<file path="src/rtl/load_store_unit.sv">
// Load/store unit between the pipeline and a word-wide data memory: sub-word lane
// select, extension and read-modify-write stores. Optional macro MISALIGN_TRAP_EN faults misaligned accesses.
module load_store_unit #(
  parameter int MEM_WORDS = 256
) (
  input  logic        clk,
  input  logic        reset,
  input  logic        req_valid,
  output logic        req_ready,
  input  logic        is_store,
  input  logic [1:0]  size,
  input  logic        sign_ext,
  input  logic [31:0] addr,
  input  logic [31:0] store_data,
  output logic        resp_valid,
  output logic [31:0] load_data,
  output logic        err,
  output logic        MemRead,
  output logic        MemWrite,
  output logic [31:0] Address,
  output logic [31:0] WriteData,
  input  logic [31:0] ReadData
);

  typedef enum logic [1:0] {IDLE, RD, WR, RESP} state_t;

  state_t      state_reg, state_next;
  logic [31:0] addr_reg, store_data_reg, rdata_reg;
  logic [1:0]  size_reg;
  logic        is_store_reg, sign_ext_reg, err_reg;

  logic        accept, out_of_range, misalign, fault;
  logic [31:0] store_lanes, merged_word, ext_data;
  logic [7:0]  sel_byte;
  logic [15:0] sel_half;

  assign accept       = req_valid && req_ready;
  assign out_of_range = {2'b00, addr[31:2]} >= 32'(MEM_WORDS);
`ifdef MISALIGN_TRAP_EN
  assign misalign = ((size == 2'b01) && addr[0]) || (size[1] && (addr[1:0] != 2'b00));
`else
  assign misalign = 1'b0;
`endif
  assign fault = out_of_range || misalign;

  always_ff @(posedge clk) begin
    if (reset) state_reg <= IDLE;
    else       state_reg <= state_next;
  end

  always_comb begin
    state_next = state_reg;
    case (state_reg)
      IDLE: if (accept) begin
        if (fault)                   state_next = RESP;
        else if (is_store && size[1]) state_next = WR;
        else                         state_next = RD;
      end
      RD:   state_next = is_store_reg ? WR : RESP;
      WR:   state_next = RESP;
      RESP: state_next = IDLE;
      default: state_next = IDLE;
    endcase
  end

  always_ff @(posedge clk) begin
    if (reset) begin
      addr_reg       <= '0;
      store_data_reg <= '0;
      rdata_reg      <= '0;
      size_reg       <= '0;
      is_store_reg   <= 1'b0;
      sign_ext_reg   <= 1'b0;
      err_reg        <= 1'b0;
    end else begin
      if (accept) begin
        addr_reg       <= addr;
        store_data_reg <= store_data;
        size_reg       <= size;
        is_store_reg   <= is_store;
        sign_ext_reg   <= sign_ext;
        err_reg        <= fault;
      end
      if (state_reg == RD) rdata_reg <= ReadData;
    end
  end

  // Replicate the operand across lanes, then pick per byte lane between it and the captured word.
  always_comb begin
    case (size_reg)
      2'b00:   store_lanes = {4{store_data_reg[7:0]}};
      2'b01:   store_lanes = {2{store_data_reg[15:0]}};
      default: store_lanes = store_data_reg;
    endcase
  end

  generate
    for (genvar gi = 0; gi < 4; gi++) begin : g_lane
      logic lane_hit;
      assign lane_hit = size_reg[1] ||
                        ((size_reg == 2'b01) && (addr_reg[1] == 1'(gi / 2))) ||
                        ((size_reg == 2'b00) && (addr_reg[1:0] == 2'(gi)));
      assign merged_word[8*gi +: 8] = lane_hit ? store_lanes[8*gi +: 8] : rdata_reg[8*gi +: 8];
    end
  endgenerate

  assign sel_byte = rdata_reg[{addr_reg[1:0], 3'b000} +: 8];
  assign sel_half = rdata_reg[{addr_reg[1], 4'b0000} +: 16];

  always_comb begin
    case (size_reg)
      2'b00:   ext_data = {{24{sign_ext_reg & sel_byte[7]}}, sel_byte};
      2'b01:   ext_data = {{16{sign_ext_reg & sel_half[15]}}, sel_half};
      default: ext_data = rdata_reg;
    endcase
  end

  always_comb begin
    req_ready  = 1'b0;
    resp_valid = 1'b0;
    load_data  = '0;
    err        = 1'b0;
    MemRead    = 1'b0;
    MemWrite   = 1'b0;
    Address    = '0;
    WriteData  = '0;
    case (state_reg)
      IDLE: req_ready = !reset;
      RD: begin
        MemRead = !reset;
        Address = {addr_reg[31:2], 2'b00};
      end
      WR: begin
        MemWrite  = !reset;
        Address   = {addr_reg[31:2], 2'b00};
        WriteData = merged_word;
      end
      RESP: begin
        resp_valid = 1'b1;
        err        = err_reg;
        load_data  = (err_reg || is_store_reg) ? 32'h0 : ext_data;
      end
      default: ;
    endcase
  end

endmodule

</file>
<file path="config.mk">
export PLATFORM = sky130hd
export DESIGN_NAME = load_store_unit
export DESIGN_NICKNAME = d
export VERILOG_FILES = /design/src/rtl/load_store_unit.sv
export SDC_FILE = /design/constraint.sdc
export NUM_CORES = 1
export LEC_CHECK = 0
export ABC_AREA = 1
export CAP_MARGIN = 25
export CORE_MARGIN = 2
export CORE_UTILIZATION = 48
export DETAILED_ROUTE_END_ITERATION = 8
export GPL_ROUTABILITY_DRIVEN = 0
export GPL_TIMING_DRIVEN = 0
export PLACE_DENSITY = 0.87
export SYNTH_ARGS = -nofsm -noshare
export SYNTH_HDL_FRONTEND = slang
export SYNTH_SLANG_ARGS = --single-unit
</file>
<file path="constraint.sdc">
create_clock -name clk -period 4.5 [get_ports clk]
set_input_delay 0.9 -clock clk [delete_from_list [all_inputs] [get_ports clk]]
set_output_delay 0.9 -clock clk [all_outputs]
set_load 0.03 [all_outputs]
</file>
==> flow_metrics.env <==
export IMPL_outcome="finished, final reports clean"
export IMPL_fin_crit_ns=3.623
export IMPL_finalSetupTns_ns=0
export IMPL_synth_compound_area_share_pct=15.34
export IMPL_synth_xor_xnor_area_share_pct=0
export IMPL_antenna_found_initial=0
export IMPL_drtIter0Drc=923
export IMPL_dieHeight_um=110.6
export IMPL_p_int_mw=2.186
export IMPL_period_share_pct=80.52
export IMPL_layout_drive_gt1_share_pct=6.599
export IMPL_die_w_um=110.6
export IMPL_syn_cell_area_sq_um=5455
export IMPL_grt_pass1_wl_um=31640
export IMPL_synth_warnings=0
export IMPL_cts_buffers_inserted=9
export IMPL_start_util_pct=49.67
export IMPL_clock_sinks=103
export IMPL_grtUsageMet1_pct=39.60
export IMPL_synthFlopType="dfxtp_1"
export IMPL_fin_hold_ws_ns=0.4650
export IMPL_drt_pass1_iterations=7
export IMPL_hp_class="flip-flop to flip-flop"
export IMPL_wirelength_um=20040
export IMPL_pwr_share_clk_pct=18.7
export IMPL_finalNonFillerCells=1216
export IMPL_clockBufferDepth=2
export IMPL_fmax_mhz=276.0
export IMPL_ioPinCount=204
export IMPL_synth_avg_cell_area_sq_um=6.358
export IMPL_synthAdderAreaFrac_pct=1.147
export IMPL_grt_use_met2_pct=52.76
export IMPL_pwr_share_seq_pct=34.6
export IMPL_max_slew_margin_pct=59.00
export IMPL_place_ws_ns=1.288
export IMPL_synth_cell_type_count=31
export IMPL_synth_edf_count=0
export IMPL_grt_max_degree=19
export IMPL_use_met3_pct=7.794
export IMPL_cts_hold_buf=0
export IMPL_place_inst=1200
export IMPL_drc=0
export IMPL_ys_ff_latch=103
export IMPL_setup_ws_ns=0.8768
export IMPL_async_reset_ff_share_pct=0
export IMPL_rsz0062_at_grt="false"
export IMPL_holdPathStages=2
export IMPL_power_density_nw_per_um2=511.2
export IMPL_setup_violations_final=0
export IMPL_cts_tree="yes"
export IMPL_die_area_sq_um=12230
export IMPL_switching_share_pct=46.08
export IMPL_io_buffer_count=201
export IMPL_cts_root_buf="clkbuf_16"
export IMPL_fin_util_pct=72.20
export IMPL_power_total_mw=4.054
export IMPL_cap_violations=0
export IMPL_nNetsFinal=1179
export IMPL_finClkSkew_ns=0.005853
export IMPL_viasPerCell=5.515
export IMPL_synth_cells=858
export IMPL_slew_viol_final=0
export IMPL_worst_slew_pin_slew_ns=0.6150
export IMPL_ff2ff_path_depth=8
export IMPL_synth_top_family_by_area="simple AND/OR/NAND/NOR gates"
export IMPL_htreeDepth=3
export IMPL_cp_end_kind="output port"
export IMPL_clock_latency_ns=0.35
export IMPL_diodes=0
export IMPL_core_sq_um=10980
export IMPL_dpl_cell_area_sq_um=7646
export IMPL_hold_viol_final=0
export IMPL_synth_mux_area_share_pct=0
export IMPL_first_global_vias=6209
export IMPL_area_growth_pct=45.37
export IMPL_synth_simple_area_share_pct=36.28
export IMPL_rows=38
export IMPL_post_cts_buffers=0
export IMPL_ant_nets=0
export IMPL_clkTransAtPathRegs_ns=0.07
export IMPL_crit_path_max_fanout=10
export IMPL_crit_type="flip-flop to output port"
export IMPL_ir_drop_mv=0.2929
export IMPL_dpl_hpwl_um=15220
export IMPL_design_area_sq_um=7930
export IMPL_overflow=0
export IMPL_worst_endpoint_arrival_ns=2.72
export IMPL_required_ns=3.60
export IMPL_netSwitchingPower_mw=1.868
export IMPL_p_leak_nw=3.657
export IMPL_combPwrFrac_pct=46.6
export IMPL_setup_worst_path_start_class="flip-flop"
export IMPL_post_cts_resized=0
export IMPL_vias=6706
export IMPL_synth_seq_area_share_pct=37.80
export IMPL_top_usage_layer="met2"
export IMPL_grt_usage_pct=32.18
export IMPL_routedWlPerCell_um=16.48
==> cell usage in the layout, fill, tap and decap left out, drive strengths merged <==
| cell type | synthesis | final |
|---|---|---|
| o22ai | 8 | 8 |
| o211ai | 2 | 2 |
| inv | 67 | 69 |
| clkdlybuf4s50 | 0 | 201 |
| conb | 1 | 2 |
| o21ai | 93 | 93 |
| ha | 5 | 5 |
| nor2 | 154 | 154 |
| clkbuf | 22 | 32 |
| dfxtp | 103 | 103 |
| nand3 | 76 | 76 |
| a21oi | 43 | 43 |
| nand4 | 2 | 2 |
| a22oi | 1 | 1 |
| nand2 | 242 | 242 |
| buf | 29 | 29 |
| clkinv | 2 | 6 |
| a41oi | 1 | 1 |
| a31oi | 7 | 7 |
==> worst max-delay path, stage by stage (launching register included) <==
cell,delay (ns)
dfxtp_1,0.34
ha_1,0.26
nand2_1,0.34
clkinv_1,0.36
nand3_4,0.25
buf_6,0.18
nor2_2,0.04
clkdlybuf4s50_1,0.59
==> final timing paths <==
| path | startpoint | endpoint | slack, ns |
|---|---|---|---|
| worst max-delay path | state_reg[0] | load_data[24] | 0.88 |
| worst min-delay path | addr_reg[5] | addr_reg[5] | 0.46 |
| worst max register to register | state_reg[0] | addr_reg[0] | 2.63 |
| worst min register to register | addr_reg[5] | addr_reg[5] | 0.46 |
==> final cells by class <==
type | instances | area [sq um]
clock inverter | 6 | 55.05
tap | 140 | 175.2
buffer | 51 | 251.5
sequential | 103 | 2062
multi-input combinational | 636 | 2887
fill | 888 | 3053
timing repair buffer | 201 | 2012
inverter | 69 | 259.0
clock buffer | 10 | 229.0
==> routing by layer <==
metal | up-vias | part of all wire [%]
met1 | 2969 | 37
met3 | 114 | 12
li1 | 3159 | -
met2 | 464 | 46
met5 | - | 0
met4 | 0 | 5.2
==> cells by family after synthesis <==
| kind of cell | count (synthesis) |
|---|---|
| other | 1 |
| buffers and inverters | 120 |
| adders and majority gates | 5 |
| DFF | 103 |
| and+or+nand+nor | 474 |
| AOI/OAI and AO/OA | 155 |
==> synthesized netlist by cell type (4+ instances only) <==
cell type  count  area (sq um)
a31oi_1        7         43.79
nor2_1       141         529.3
inv_1         60         225.2
o22ai_1        8         50.05
buf_4          5         37.54
a21oi_1       39         195.2
nand2_1      240         900.9
buf_2         15         75.07
dfxtp_1      103          2062
inv_2          7         26.28
nor2_2        10         62.56
nand3_1       71         355.3
o21ai_0       89         445.4
a21oi_2        4         35.03
buf_1          6         22.52
clkbuf_1      22         82.58
ha_1           5         62.56
==> power by group through the flow <==
stage          combinational [mW]  sequential [mW]  clock [mW]
2_1_floorplan                1.20             1.29           0
6_report                     1.89             1.40       0.759
3_3_place_gp                 1.80             1.39           0
5_1_grt                      2.04             1.41       0.793
4_1_cts                      1.85             1.38       0.757
3_5_place_dp                 1.83             1.40           0
(Power assumes the default switching activity.)
